`src/rtl/video_timing_monitor.sv`:
```
// Pass-through stage that measures active raster size per field and declares lock
// once the measured format has repeated for LOCK_FIELDS consistent fields.
module video_timing_monitor #(
    parameter int PIX_W       = 12,
    parameter int LINE_W      = 11,
    parameter int LOCK_FIELDS = 2
) (
    input  logic              clk_i,
    input  logic              rst_i,
    input  logic              cen_i,
    input  logic [3:0]        fvht_i,
    input  logic [19:0]       video_i,
    output logic [3:0]        fvht_o,
    output logic [19:0]       video_o,
    output logic [PIX_W-1:0]  pix_per_line_o,
    output logic [LINE_W-1:0] lines_per_field_o,
    output logic              field_o,
    output logic              locked_o,
    output logic              err_o
);

    typedef enum logic [1:0] {SEARCH, MEASURE, LOCKED} state_t;

    localparam logic [3:0] LOCK_N = 4'(LOCK_FIELDS);

    state_t              state;
    logic                h_q, v_q;
    logic                line_open;
    logic [PIX_W-1:0]    pix_cnt;
    logic [LINE_W-1:0]   line_cnt;
    logic [PIX_W-1:0]    field_len;
    logic                consistent;
    logic [PIX_W-1:0]    ref_len;
    logic [LINE_W-1:0]   ref_lines;
    logic [3:0]          match_cnt;

    logic                h, v;
    logic                line_start, line_end, field_end;
    logic [LINE_W-1:0]   line_cnt_nx;
    logic [PIX_W-1:0]    field_len_nx;
    logic                consistent_nx;
    logic                field_ok, field_match;
    logic [3:0]          match_nx;

    assign h          = fvht_i[1];
    assign v          = fvht_i[2];
    assign line_start = h_q & ~h & ~v;
    assign line_end   = ~h_q & h & line_open;
    assign field_end  = ~v_q & v;

    // Line closure is resolved first so a line ending on the field-end sample still counts.
    always_comb begin
        line_cnt_nx   = line_cnt;
        field_len_nx  = field_len;
        consistent_nx = consistent;
        if (line_end) begin
            line_cnt_nx = (&line_cnt) ? line_cnt : line_cnt + 1'b1;
            if (line_cnt == '0)
                field_len_nx = pix_cnt;
            else if (pix_cnt != field_len)
                consistent_nx = 1'b0;
        end
        field_ok    = consistent_nx && (line_cnt_nx != '0);
        field_match = field_ok && (field_len_nx == ref_len) && (line_cnt_nx == ref_lines);
        if (!field_ok)
            match_nx = 4'd0;
        else if (field_match)
            match_nx = match_cnt + 4'd1;
        else
            match_nx = 4'd1;
    end

    always_ff @(posedge clk_i) begin
        err_o <= 1'b0;
        if (rst_i) begin
            fvht_o            <= '0;
            video_o           <= '0;
            pix_per_line_o    <= '0;
            lines_per_field_o <= '0;
            field_o           <= 1'b0;
            locked_o          <= 1'b0;
            h_q               <= 1'b1;
            v_q               <= 1'b1;
            line_open         <= 1'b0;
            pix_cnt           <= '0;
            line_cnt          <= '0;
            field_len         <= '0;
            consistent        <= 1'b1;
            ref_len           <= '0;
            ref_lines         <= '0;
            match_cnt         <= 4'd0;
            state             <= SEARCH;
        end else if (cen_i) begin
            fvht_o  <= fvht_i;
            video_o <= video_i;
            h_q     <= h;
            v_q     <= v;

            if (line_start) begin
                pix_cnt   <= PIX_W'(1);
                line_open <= 1'b1;
            end else if (line_open && !h && !v && !(&pix_cnt)) begin
                pix_cnt <= pix_cnt + 1'b1;
            end
            if (line_end)
                line_open <= 1'b0;

            if (field_end) begin
                line_open         <= 1'b0;
                lines_per_field_o <= line_cnt_nx;
                field_o           <= fvht_i[3];
                if (field_ok)
                    pix_per_line_o <= field_len_nx;
                line_cnt   <= '0;
                field_len  <= '0;
                consistent <= 1'b1;

                if (field_ok && !field_match) begin
                    ref_len   <= field_len_nx;
                    ref_lines <= line_cnt_nx;
                end

                case (state)
                    SEARCH: begin
                        state     <= MEASURE;
                        match_cnt <= 4'd0;
                    end
                    MEASURE: begin
                        match_cnt <= match_nx;
                        if (match_nx >= LOCK_N) begin
                            state    <= LOCKED;
                            locked_o <= 1'b1;
                        end
                    end
                    LOCKED: begin
                        if (!field_match) begin
                            err_o     <= 1'b1;
                            locked_o  <= 1'b0;
                            state     <= MEASURE;
                            match_cnt <= match_nx;
                        end
                    end
                    default: begin
                        state     <= SEARCH;
                        locked_o  <= 1'b0;
                        match_cnt <= 4'd0;
                    end
                endcase
            end else begin
                line_cnt   <= line_cnt_nx;
                field_len  <= field_len_nx;
                consistent <= consistent_nx;
            end
        end
    end

endmodule
```
`config.mk`:
```
export PLATFORM = sky130hd
export DESIGN_NAME = video_timing_monitor
export DESIGN_NICKNAME = d
export VERILOG_FILES = /design/src/rtl/video_timing_monitor.sv
export SDC_FILE = /design/constraint.sdc
export NUM_CORES = 1
export LEC_CHECK = 0
export ABC_AREA = 1
export ABC_CLOCK_PERIOD_IN_PS = 2920
export CAP_MARGIN = 10
export CORE_ASPECT_RATIO = 1.5
export CORE_MARGIN = 2
export CORE_UTILIZATION = 43
export DETAILED_ROUTE_END_ITERATION = 7
export GPL_TIMING_DRIVEN = 1
export HOLD_SLACK_MARGIN = 0.02
export PLACE_DENSITY = 0.64
export SLEW_MARGIN = 15
export SYNTH_ARGS = -nofsm -noshare
export SYNTH_HDL_FRONTEND = slang
export SYNTH_SLANG_ARGS = --single-unit
```
`constraint.sdc`:
```
create_clock -name clk_i -period 2.92 [get_ports clk_i]
set_input_delay 0.292 -clock clk_i [delete_from_list [all_inputs] [get_ports clk_i]]
set_output_delay 0.292 -clock clk_i [all_outputs]
set_load 0.005 [all_outputs]
```
==> results.toml, run 1 <==
[status]
outcome = "finished, final reports clean"

[pwr]
ir_drop_mv = 0.338
seqPwrFrac = 0.403
pwr-share-comb = 0.062
p_leak_nw = 3.28
p_sw_w = 0.000955
powerDensity_mw_per_mm2 = 528
internal_power_w = 0.00316
clock_power_share = 0.534
p_sw_frac = 0.232

[drt]
wirelength_um = 16800
drc = 0
dr.pass1.iters = 4
drt_iter0_markers = 246
wl_per_cell_um = 14.8
antenna_left = 0
num_vias = 5897
viasPerCell = 5.19

[clock_network]
root_buffer = "clkbuf_16"
hold_buffers = 0
h-tree-depth = 4
cts_tree = "done"
cts_made_buffers = 17
insertion_delay_ps = 420
clk_pin_slew_worst_paths_ps = 60
ctsLongestPathBuffers = 2
clkSinkCount = 118

[global_route]
gr-total-overflow = 0
grt_max_degree = 47
grt_pass1_vias = 5636
antenna_found_initial = 0
gr-usage-all-layers = 0.235
grt_pass1_wl_um = 27400

[timing]
skew_ps = 6.00
hold_viol = 0
period_needed_ps = 2690
rsz0062_at_grt = "false"
finalMaxSlewViolations = 0
fmax_ghz = 0.372
min_period_over_period = 0.920
slew_headroom = 0.344
setup_viol = 0
setup_tns_ps = 0
worst_slew_pin_slew_ps = 981

[die]
start_util = 0.438
core.rowCount = 52
die-area_sq_mm = 0.0147
die_h_um = 147
core_area_sq_mm = 0.0135
die_w_um = 99.6
ios = 77

[placement]
port_buffers = 76
place.gp.congestion = 0.893
dpl.hpwl_um = 12400
dpl.cell_count = 1105

[layout]
multi_input_area_sq_mm = 0.00302
syn_to_final_growth_pct = 32.1
final_layout_size_suffix_gt1_frac = 0.129
regArea_sq_mm = 0.00236
final_nets = 997
final_cells = 1137
n_antenna_cell = 0
nFillCells = 1286

[run]
maxCapViolations = 0

[setup_path]
required_ps = 3220
cp_max_fo = 19
start_kind = "flip-flop"
crit_path_end_kind = "flip-flop"
crit_type = "flip-flop to flip-flop"
worstPathArrival_ps = 2990

[worst_hold_path]
hold_path_class = "input port to flip-flop"

[yosys]
yosysWarnings = 0
syn_nets = 887
ys_types = 37
syn_area_sq_mm = 0.00590
yosysTopAreaCellShare = 0.401
avgSynthCellArea_sq_um = 6.92
ys_seq_elements = 118
synthCells = 852
yosysSeqAreaShare = 0.401
yosys.area.top_type = "dfxtp_1"
synth.area.top_cells = "dfxtp_1 (40%), nand2_1 (13%), inv_1 (6.0%), nor2_1 (5.9%), a21oi_1 (5.9%)"
-- synthesized netlist by cell type --
| master | number |
|---|---|
| nand2_1 | 204 |
| dfxtp_1 | 118 |
| inv_1 | 94 |
| nor2_1 | 93 |
| a21oi_1 | 69 |
| nand3_1 | 63 |
| o21ai_0 | 60 |
| nand4_1 | 24 |
| clkbuf_1 | 20 |
| nor3_1 | 16 |
| xor2_1 | 9 |
| a211oi_2 | 8 |
| ha_1 | 8 |
| nand2_2 | 8 |
| a211oi_1 | 6 |
| nand2_4 | 6 |
| a31oi_1 | 5 |
| buf_6 | 5 |
| buf_1 | 3 |
| buf_2 | 3 |
| buf_4 | 3 |
| nand4_2 | 3 |
| nor2_2 | 3 |
| nor2_4 | 3 |
| a311oi_1 | 2 |
| inv_2 | 2 |
| nand3_2 | 2 |
| o211ai_1 | 2 |
| o21ai_1 | 2 |
| a21oi_2 | 1 |
| a221oi_1 | 1 |
| and2_1 | 1 |
| nand3b_1 | 1 |
| nor4_1 | 1 |
| o31ai_1 | 1 |
| or2_4 | 1 |
| xnor2_1 | 1 |
-- flip-flops by register name, summed over array words and instances (netlist names), 11 cells and up --
register	flops
video_o	20
field_len	12
pix_cnt	12
pix_per_line_o	12
ref_len	12
line_cnt	11
lines_per_field_o	11
ref_lines	11
-- worst max-delay path: stages, from the launching register on --
cell     delay (ps)
dfxtp_1         350
buf_4           140
ha_2            200
nand3_1         140
nor2_4          120
nand2_2         120
nand2_1         100
nand2_1          70
nand2_1         190
nand2_1          80
nor2_1           90
nand4_1         100
nand2_2         120
buf_12          120
nor2_4           40
buf_4           170
buf_12          150
o21ai_0         190
a21oi_1          60
-- power groups by stage --
stage	Clock [W]	Combinational (W)	Sequential, W
after floorplan	0	0.000120	0.00169
after global placement	0	0.000256	0.00169
after detailed placement	0	0.000257	0.00169
after CTS	0.00222	0.000258	0.00166
after global routing	0.00229	0.000282	0.00166
final	0.00220	0.000257	0.00166
-- area by class of cell --
cell class | instances | area share
clock buffers | 19 | 0.0581
clock inverters | 13 | 0.0218
inverters | 96 | 0.0462
multi-input cells | 604 | 0.387
flip-flops and latches | 118 | 0.303
well taps | 162 | 0.0260
repair buffers | 125 | 0.158
-- layer usage --
layer	track usage	vias up	wire (um)
li1	-	3017	-
met1	0.257	2728	6630
met2	0.440	117	9290
met3	0.0364	35	380
met4	0.103	0	480
met5	0	-	0
-- repair_timing --
item | CTS | global route
endpoints found under the setup margin | 0 | 34
buffers inserted | 0 | 0
resized for setup | 0 | 9
-- path summary, 6_finish.rpt --
kind	startpoint	endpoint	slack [ps]	cells after the start
setup / recovery	line_cnt[1]$_SDFFE_PP0P_	pix_per_line_o[8]$_SDFFE_PP0P_	230	18
hold / removal	rst_i	state[0]$_SDFFE_PP0P_	230	2
setup reg to reg	line_cnt[1]$_SDFFE_PP0P_	pix_per_line_o[8]$_SDFFE_PP0P_	230	18
hold reg to reg	lines_per_field_o[9]$_SDFFE_PP0P_	lines_per_field_o[9]$_SDFFE_PP0P_	450	2
-- logic make-up after synthesis --
logic type / count (synthesis) / share of synthesized area
AO/OA/AOI/OAI: 157 / 0.151
XOR/XNOR: 10 / 0.0149
adder cells (fa/ha/maj): 8 / 0.0170
buffers and inverters: 130 / 0.0917
flip-flops: 118 / 0.401
AND/OR/NAND/NOR: 429 / 0.325
-- layout by cell type (no fill, tap or decap), drive strengths merged, types with 8 or more instances in the layout --
| cell type | count |
|---|---|
| nand2 | 218 |
| dfxtp | 118 |
| inv | 99 |
| nor2 | 99 |
| clkdlybuf4s50 | 75 |
| a21oi | 70 |
| nand3 | 65 |
| o21ai | 62 |
| buf | 50 |
| nand4 | 27 |
| clkbuf | 19 |
| nor3 | 16 |
| a211oi | 14 |
| xor2 | 9 |
| ha | 8 |
-- through the flow --
step / setup slack [ps] / hold WS, ps / cell area (sq um) / total power (W) / utilization
floorplan: 580 / 427 / 5900 / 0.00181 / -
finish: 234 / 231 / 7790 / 0.00411 / 0.579
global placement: -34.1 / 438 / 7140 / 0.00195 / 0.530
global route: 6.67 / 233 / 7790 / 0.00423 / 0.579
detailed placement: -52.8 / 442 / 7140 / 0.00195 / 0.530
CTS: 92.6 / 223 / 7770 / 0.00414 / 0.577
No activity file was read; power rests on OpenSTA's default activity.
==> run 2: changes to the inputs <==
==> constraint.sdc (replaced) <==
create_clock -name clk_i -period 2.92 [get_ports clk_i]
set_input_delay 0.438 -clock clk_i [delete_from_list [all_inputs] [get_ports clk_i]]
set_output_delay 0.438 -clock clk_i [all_outputs]
set_load 0.005 [all_outputs]
==> run 2 against run 1 <==
Clock power hardly changed. Global-route usage is 1.1 points higher. Final area is 3.4% higher. Combinational power is 4% higher. Setup slack worse by 7.4 ps. Clock skew is 0.88 ps higher. Non-clock buffer count is 38 higher. Critical path type unchanged. Largest cell class unchanged.
==> results.toml, run 2 (synthesized netlist as in run 1, its figures left out) <==
[placement]
dpl.cell_count = 1141
port_buffers = 76
dpl.hpwl_um = 12900
place.gp.congestion = 0.902

[global_route]
grt_pass1_wl_um = 28500
antenna_found_initial = 0
gr-total-overflow = 0
grt_max_degree = 46
grt_pass1_vias = 6039
gr-usage-all-layers = 0.246

[timing]
setup_viol = 0
min_period_over_period = 0.922
fmax_ghz = 0.371
slew_headroom = 0.389
hold_viol = 0
skew_ps = 6.88
finalMaxSlewViolations = 0
period_needed_ps = 2690
worst_slew_pin_slew_ps = 913

[layout]
final_layout_size_suffix_gt1_frac = 0.163
top_register = "video_o"
final_nets = 1035
layout_common_cells = "nand2_1 (202), dfxtp_1 (118), inv_1 (94)"
n_antenna_cell = 0
final_common_cell = "nand2_1"
final_cells = 1175
largest_register_ffs = 20
regArea_sq_mm = 0.00236
nFillCells = 1262
syn_to_final_growth_pct = 36.7
multi_input_area_sq_mm = 0.00303

[die]
start_util = 0.438
ios = 77
core.rowCount = 52
die_h_um = 147
die-area_sq_mm = 0.0147
core_area_sq_mm = 0.0135
die_w_um = 99.6

[worst_hold_path]
hold_path_class = "input port to flip-flop"
hp-start = "rst_i"

[pwr]
ir_drop_mv = 0.347
p_leak_nw = 3.46
powerDensity_mw_per_mm2 = 511
power_w = 0.00412

[drt]
wirelength_um = 17700
num_vias = 6078
antenna_left = 0
wl_per_cell_um = 15.1
viasPerCell = 5.17
drt_iter0_markers = 267
drc = 0
dr.pass1.iters = 5

[clock_network]
h-tree-depth = 4
clkSinkCount = 118
cts_tree = "done"
insertion_delay_ps = 420
clk_pin_slew_worst_paths_ps = 60
cts_made_buffers = 17
hold_buffers = 0
root_buffer = "clkbuf_16"
ctsLongestPathBuffers = 2

[setup_path]
crit_path_end_kind = "flip-flop"
crit_type = "flip-flop to flip-flop"
required_ps = 3250
cp-startpoint = "line_cnt[0]$_SDFFE_PP0P_"
start_kind = "flip-flop"
r2r-start = "line_cnt[0]$_SDFFE_PP0P_"
worstPathArrival_ps = 3020
cp_max_fo = 18

[run]
maxCapViolations = 0

[status]
outcome = "finished, final reports clean"
==> run 2: cell count changes in the layout (fill, tap and decap cells not counted), sizes merged <==
cell,delta
clkinvlp,-1
clkbuf,-1
inv,-1
buf,+38
clkinv,+3
==> run 2: worst paths after layout <==
path,end,slack (ps),cells past startpoint
worst min register to register,lines_per_field_o[8]$_SDFFE_PP0P_,450,2
worst max-delay path,ref_len[2]$_SDFFE_PP0P_,230,18
worst max register to register,ref_len[2]$_SDFFE_PP0P_,230,18
worst min-delay path,state[0]$_SDFFE_PP0P_,360,2
==> run 2: area by class of cell <==
type,instances,share of cell area
Timing Repair Buffer,163,0.184
Tap cell,162,0.0252
Sequential cell,118,0.293
Clock inverter,14,0.0219
Clock buffer,18,0.0545
Multi-Input combinational cell,604,0.376
Inverter,96,0.0447
==> run 2: where the power goes <==
group,internal [W],switching [W],total (W)
Clock,0.00137,0.000817,0.00219
Sequential,0.00164,0.0000171,0.00166
Combinational,0.000124,0.000144,0.000268
Total,0.00314,0.000978,0.00412
==> run 2: metal layers <==
layer	up-vias	track usage	wire (um)
li1	3084	-	-
met1	2808	0.240	6770
met2	133	0.472	9620
met3	53	0.0492	498
met4	0	0.134	842
met5	-	0	0
==> run 2: stage by stage <==
step	setup slack [ps]	cell area (sq um)	util	TNS, ps	hold WS, ps
5_1_grt	-4.19	8060	0.598	-4.19	386
6_report	226	8060	0.598	0	362
4_1_cts	93.2	8000	0.594	0	361
2_1_floorplan	580	5900	-	0	436
3_3_place_gp	-223	7390	0.549	-3530	437
3_5_place_dp	-230	7390	0.549	-4430	444
==> run 2: repair_timing <==
item,CTS,global route
setup buffers,0,2
endpoints found under the setup margin,0,30
endpoints found under the hold margin,0,0
resized for setup,0,12
==> run 2: worst max-delay path, stage by stage, from the launching register on <==
cell and delay, ps:
dfxtp_1 360, buf_4 140, ha_2 210, nand3_1 130, nor2_4 120, nand2_2 120, nand3_1 140, buf_4 130
nand3_1 70, nand2_1 140, nand4_1 130, nor2_1 120, nand2_1 70, nor2_2 130, nand2_2 90, nand2_4 120
buf_12 170, a21oi_1 50, a211oi_1 160
